$ cat config.mk
export PLATFORM = sky130hd
export DESIGN_NAME = skew_delay_line
export DESIGN_NICKNAME = d
export VERILOG_FILES = /design/src/rtl/skew_pkg.sv /design/src/rtl/delay_lane.sv /design/src/rtl/skew_delay_line.sv
export SDC_FILE = /design/constraint.sdc
export NUM_CORES = 1
export LEC_CHECK = 0
export ABC_CLOCK_PERIOD_IN_PS = 1400
export BUFFER_PORTS_ARGS = -buffer_cell sky130_fd_sc_hd__buf_2
export CAP_MARGIN = 0
export CORE_MARGIN = 5
export CORE_UTILIZATION = 25
export CTS_CLUSTER_SIZE = 8
export DETAILED_ROUTE_END_ITERATION = 10
export PLACE_DENSITY_LB_ADDON = 0.2
export SETUP_SLACK_MARGIN = 0.4
export SLEW_MARGIN = 0
export SYNTH_ARGS = -nofsm -noshare
export SYNTH_HDL_FRONTEND = slang
export SYNTH_SLANG_ARGS = --single-unit
$ cat constraint.sdc
create_clock -name clk -period 1.4 [get_ports clk]
set_input_delay 0.21 -clock clk [delete_from_list [all_inputs] [get_ports clk]]
set_output_delay 0.21 -clock clk [all_outputs]
set_load 0.02 [all_outputs]
$ cat src/rtl/skew_pkg.sv
// Shared constants and the lane-delay rule for the skew/deskew register bank.
package skew_pkg;

    typedef enum int {
        DIR_SKEW   = 0,
        DIR_DESKEW = 1
    } dir_e;

    localparam int W_DEFAULT     = 18;
    localparam int LANES_DEFAULT = 4;
    localparam int BASE_DEFAULT  = 1;
    localparam int MAX_DELAY     = BASE_DEFAULT + LANES_DEFAULT - 1;

    // Skew gives the highest lane the longest chain; deskew mirrors it.
    function automatic int lane_delay(input int k, input int base, input int lanes, input int dir);
        return (dir == DIR_DESKEW) ? (base + lanes - 1 - k) : (base + k);
    endfunction

endpackage

$ cat src/rtl/delay_lane.sv
// One lane: a DEPTH-stage {valid, data} shift chain with stall, flush and zero-insertion.
module delay_lane #(
    parameter int W     = 18,
    parameter int DEPTH = 1
) (
    input  logic         clk,
    input  logic         rst,
    input  logic         en,
    input  logic         flush,
    input  logic         in_valid,
    input  logic [W-1:0] in_data,
    output logic         out_valid,
    output logic [W-1:0] out_data,
    output logic         busy
);

    logic [DEPTH-1:0]         valid_q, valid_d;
    logic [DEPTH-1:0][W-1:0]  data_q, data_d;

    always_comb begin
        valid_d = valid_q;
        data_d  = data_q;
        if (flush) begin
            valid_d = '0;
            data_d  = '0;
        end else if (en) begin
            // Invalid words enter as zero so the array downstream sees clean padding.
            valid_d[0] = in_valid;
            data_d[0]  = in_valid ? in_data : '0;
            for (int i = 1; i < DEPTH; i++) begin
                valid_d[i] = valid_q[i-1];
                data_d[i]  = data_q[i-1];
            end
        end
    end

    always_ff @(posedge clk or negedge rst) begin
        if (!rst) begin
            // NOTE: every stage is reset, data included, because outputs must read zero during reset.
            valid_q <= '0;
            data_q  <= '0;
        end else begin
            // NOTE: non-blocking so all stages shift on the old values of their neighbours.
            valid_q <= valid_d;
            data_q  <= data_d;
        end
    end

    assign out_valid = valid_q[DEPTH-1];
    assign out_data  = data_q[DEPTH-1];
    assign busy      = |valid_q;

endmodule

$ cat src/rtl/skew_delay_line.sv
// Multi-lane skew (DIR=0) or deskew (DIR=1) register bank feeding/draining a systolic array.
module skew_delay_line
    import skew_pkg::*;
#(
    parameter int W     = W_DEFAULT,
    parameter int LANES = LANES_DEFAULT,
    parameter int BASE  = BASE_DEFAULT,
    parameter int DIR   = DIR_SKEW
) (
    input  logic               clk,
    input  logic               rst,
    input  logic               en,
    input  logic               flush,
    input  logic               in_valid,
    input  logic [LANES*W-1:0] in_data,
    output logic [LANES-1:0]   out_valid,
    output logic [LANES*W-1:0] out_data,
    output logic [LANES*W-1:0] out_data_n,
    output logic               busy
);

    logic [LANES-1:0] lane_busy;

    for (genvar k = 0; k < LANES; k++) begin : g_lane
        delay_lane #(
            .W     (W),
            .DEPTH (lane_delay(k, BASE, LANES, DIR))
        ) u_lane (
            .clk       (clk),
            .rst       (rst),
            .en        (en),
            .flush     (flush),
            .in_valid  (in_valid),
            .in_data   (in_data[k*W +: W]),
            .out_valid (out_valid[k]),
            .out_data  (out_data[k*W +: W]),
            .busy      (lane_busy[k])
        );
    end

    assign out_data_n = ~out_data;
    assign busy       = |lane_busy;

endmodule

==> Word level (Yosys, flattened, before mapping) <==
Index checks and enable logic that the tools add are counted.
{ "classes": {"muxes": 20, "n_eq_ne": 0, "order_cmp": 0, "multipliers": 0, "reduce_logical": 2, "addsub": 0, "bitwise_logic": 1, "n_div": 0, "shifts": 0} }
{ "ops": {"columns": ["op", "n"], "rows": [
  ["72-bit two-way mux", 2],
  ["18-bit two-way mux", 6],
  ["54-bit two-way mux", 2],
  ["36-bit two-way mux", 2],
  ["72-bit NOT", 1],
  ["10-bit OR reduction", 1],
  ["4-bit two-way mux", 2],
  ["3-bit two-way mux", 2],
  ["2-bit two-way mux", 2],
  ["1-bit two-way mux", 2],
  ["2-bit nonzero test", 1]
]} }
{ "word_totals": {"memories": 0, "latchBits": 0, "mem_bits_rw": 0, "output_inout_bits": 149, "mem_bits_ro": 0, "regBits": 190} }

==> Longest topological paths before layout <==
{ "logic_depth": {"ltp_word": 3, "depth_mapped": 5, "depth_no_buf": 2} }

==> By module <==
A second synthesis with hierarchy kept.
{ "unflattened": {"cells_unflattened": 792, "area_unflattened_um2": 8779.7} }
{ "by_module_without_submodules": {"columns": ["module", "n_inst", "area_per_inst_um2", "cells_per_inst"], "rows": [
  ["delay_lane at g_lane[3].u_lane", 1, 3263.1, 285],
  ["delay_lane at g_lane[2].u_lane", 1, 2722.6, 224],
  ["delay_lane at g_lane[1].u_lane", 1, 1774.2, 161],
  ["delay_lane at g_lane[0].u_lane", 1, 742.0, 49],
  ["skew_delay_line", 1, 277.8, 73]
]} }

==> Least setup slack after synthesis <==
No wires, ideal clock.
{ "synth_timing": {"path_type": "flip-flop to output port", "start": "reg g_lane[2].u_lane.valid_q[1]", "end": "out busy", "path_stages_with_launch": 2, "t_arrival_ns": 1.010, "setup_slack_ns": 0.180, "t_required_ns": 1.190, "n_path_buf": 0, "cell_sequence": "dfrtp_1 -> or4_1"} }
{ "synth_via": {"elab_chain_len": 1} }
{ "synth_rtl": {"columns": ["element", "line_no", "source"], "rows": [
  ["start: declaration", "delay_lane.sv:17", "logic [DEPTH-1:0] valid_q, valid_d;"],
  ["start signal: assignment", "delay_lane.sv:44", "valid_q <= valid_d;"],
  ["10-bit OR reduction", "skew_delay_line.sv:42", "assign busy = |lane_busy;"],
  ["end: declaration", "skew_delay_line.sv:19", "output logic busy"]
]} }
Every way passes these cells.

==> Final worst setup path <==
{ "layout_timing": {"start": "reg g_lane[3].u_lane.valid_q[3]", "end": "out busy"} }
{ "layout_via": {"elab_chain_len": 1} }
{ "layout_rtl": {"columns": ["element", "line_no"], "rows": [
  ["start: declaration", "delay_lane.sv:17"],
  ["start signal: assignment", "delay_lane.sv:44"],
  ["10-bit OR reduction", "skew_delay_line.sv:42"]
]} }
Every way passes these cells.

==> flow_summary.json <==
{
  "seq_area_frac_synth_pct": 53.8,
  "required_ns": 1.19,
  "portBuffers": 225,
  "tritoncts": "yes",
  "grt_pass1_wl_mm": 34.1,
  "wire_per_inst_um": 14.0,
  "first_global_vias": 6320,
  "drt_iter0_markers": 224,
  "nets": 1089,
  "grt-ovfl-total": 0,
  "drc": 0,
  "vias": 6033,
  "h-tree-depth": 4,
  "min_path_type": "in -> reg",
  "initial_utilization_pct": 25.4,
  "peakVddDrop_uv": 775,
  "grt_max_degree": 47,
  "hold_viol_final": 0,
  "skew_ns": 0.00799,
  "max_slew_margin_pct": 73.7,
  "worst-r2r-setup-slack_ns": 0.53,
  "cts.clk_slew.worst_paths_ns": 0.07,
  "fillers": 3410,
  "power_mw": 12.1,
  "slew_viol_final": 0,
  "critPathLaunchType": "flip-flop",
  "reg2reg_from": "g_lane[2].u_lane.out_data[13]",
  "dieHeight_um": 195,
  "setup_viol": 1,
  "synth_cell_types": 16,
  "fin_crit_sh_pct": 122,
  "antenna_found_initial": 1,
  "cts_sinks": 184,
  "coreArea_um2": 33700,
  "place_hpwl_mm": 13.5,
  "io_pins": 226,
  "rows": 67,
  "avgViaCountPerCell": 4.10,
  "p_leak_nw": 5.58,
  "syn_to_final_growth_pct": 35.7,
  "grt_setup_unrepaired": "yes",
  "clockBufferDepth": 2,
  "cp.arrival_ns": 1.50,
  "reg2reg_depth": 3,
  "syn_inst": 812,
  "ant_nets": 0,
  "violations": "setup timing",
  "outcome": "finished with violations",
  "syn-cell-area_um2": 8570,
  "ys_warn_count": 0,
  "cellPowerDensity_nw_per_um2": 1040,
  "clock_latency_ns": 0.43,
  "worstPathMaxFanout": 2,
  "cts_buffers": 17,
  "first_pass_iters": 4,
  "crit_end": "busy",
  "ys_ff_latch": 184,
  "wl_mm": 20.7,
  "timing.rr.end": "g_lane[2].u_lane.out_data[13]",
  "die_w_um": 195,
  "final_common_cell": "dfrtp_1",
  "crit_start": "g_lane[3].u_lane.valid_q[3]",
  "layout_common_cells": "180 x dfrtp_1, 149 x buf_6, 112 x mux2i_1, 112 x nor2_1, 73 x buf_2",
  "worst_slack_ns": -0.309,
  "period_needed_ns": 1.71,
  "drive_gt1_share_pct": 35.5,
  "worstMarginPinSlew_ns": 0.395,
  "grt_usage_pct": 10.9,
  "cts_root_buf": "clkbuf_16",
  "drv_cap": 0,
  "synthesis.nets": 889,
  "dieArea_um2": 38100,
  "critPathKind": "reg -> out",
  "syn_avg_cell_area_um2": 10.5,
  "dp_slack_ns": 0.110,
  "fmax_mhz": 585,
  "end_kind": "output pin",
  "gp_congestion": 0.681,
  "setup_tns_ns": -0.309
}
[registers in the layout (all words and copies together) (netlist names)]
name                    count
g_lane.u_lane.out_data     72
g_lane.u_lane.valid_q       4
g_lane.u_lane.data_q      108
[area by class of cell]
| type | count | area, um2 | area share, % |
|---|---|---|---|
| tap | 448 | 561 | 4.82 |
| clock inverter | 14 | 220 | 1.89 |
| timing repair buffer | 296 | 2800 | 24.1 |
| antenna | 1 | 2.50 | 0.0215 |
| inverter | 72 | 270 | 2.33 |
| sequential | 184 | 4610 | 39.7 |
| clock buffer | 17 | 425 | 3.66 |
| multi-input combinational | 441 | 2730 | 23.5 |
[repair_timing]
item	CTS	global route
gates resized for setup	299	46
endpoints found under the setup margin	149	149
hold buffers	12	0
buffers inserted	29	3
pin swaps	0	0
endpoints found under the hold margin	43	0
[Yosys cell counts (all sizes together)]
| master | instances | area (um2) |
|---|---|---|
| or4 | 1 | 7.51 |
| clkbuf | 18 | 67.6 |
| nand3 | 72 | 370 |
| nor2 | 112 | 420 |
| a21oi | 72 | 360 |
| mux2i | 112 | 1120 |
| dfrtp | 184 | 4600 |
| nand2b | 72 | 450 |
| buf | 97 | 893 |
| inv | 72 | 270 |
[stage by stage]
stage	hold WS [ns]	area [um2]	instances	utilization [%]
global placement	0.143	9670	1397	28.7
floorplan	-0.0856	8570	812	-
detailed placement	0.148	9670	1397	28.7
CTS	0.000855	11600	1469	34.4
finish	0.0395	11600	1473	34.5
global route	0.00319	11600	1472	34.5
[worst max-delay path: stages, from the launching register on]
cell and delay (ns):
dfrtp_1 0.38, or4_4 0.54, buf_6 0.15
[per-layer routing]
| layer | part of all wire, % | routed length, um | up-vias | GRT usage [%] |
|---|---|---|---|---|
| met1 | 46 | 9470 | 2954 | 14.4 |
| met5 | 0 | 0 | - | 0 |
| met3 | 4.1 | 850 | 12 | 2.90 |
| met4 | 1.2 | 243 | 0 | 3.18 |
| met2 | 49 | 10100 | 124 | 17.8 |
| li1 | - | - | 2943 | - |
[where the power goes]
part	internal, mW	leakage, nW	total, mW	switching [mW]
clock network	3.18	0.302	5.36	2.18
registers	5.43	2.53	5.52	0.0848
logic	0.547	2.75	1.21	0.660
total	9.15	5.58	12.1	2.93
[how the worst min path moves through the flow]
stage                startpoint                            to  slack (ns)  cells after the start
finish              in_data[63]    g_lane[3].u_lane.data_q[9]        0.04                      3
global placement            rst   g_lane[3].u_lane.data_q[48]        0.14                      1
floorplan                   rst  g_lane[0].u_lane.out_data[0]       -0.09                      0
CTS                 in_data[58]    g_lane[3].u_lane.data_q[4]      0.0009                      3
global route        in_data[33]   g_lane[1].u_lane.data_q[15]       0.003                      3
detailed placement          rst   g_lane[3].u_lane.data_q[48]        0.15                      1
[kinds of logic after synthesis]
kind of cell    after synthesis  share of synthesized area [%]
flops                       184                           53.8
mux                         112                           13.1
buf+inv                     187                           14.4
compound gates               72                           4.21
simple gates                257                           14.6
Note: power is estimated with default switching activity, not from simulation.
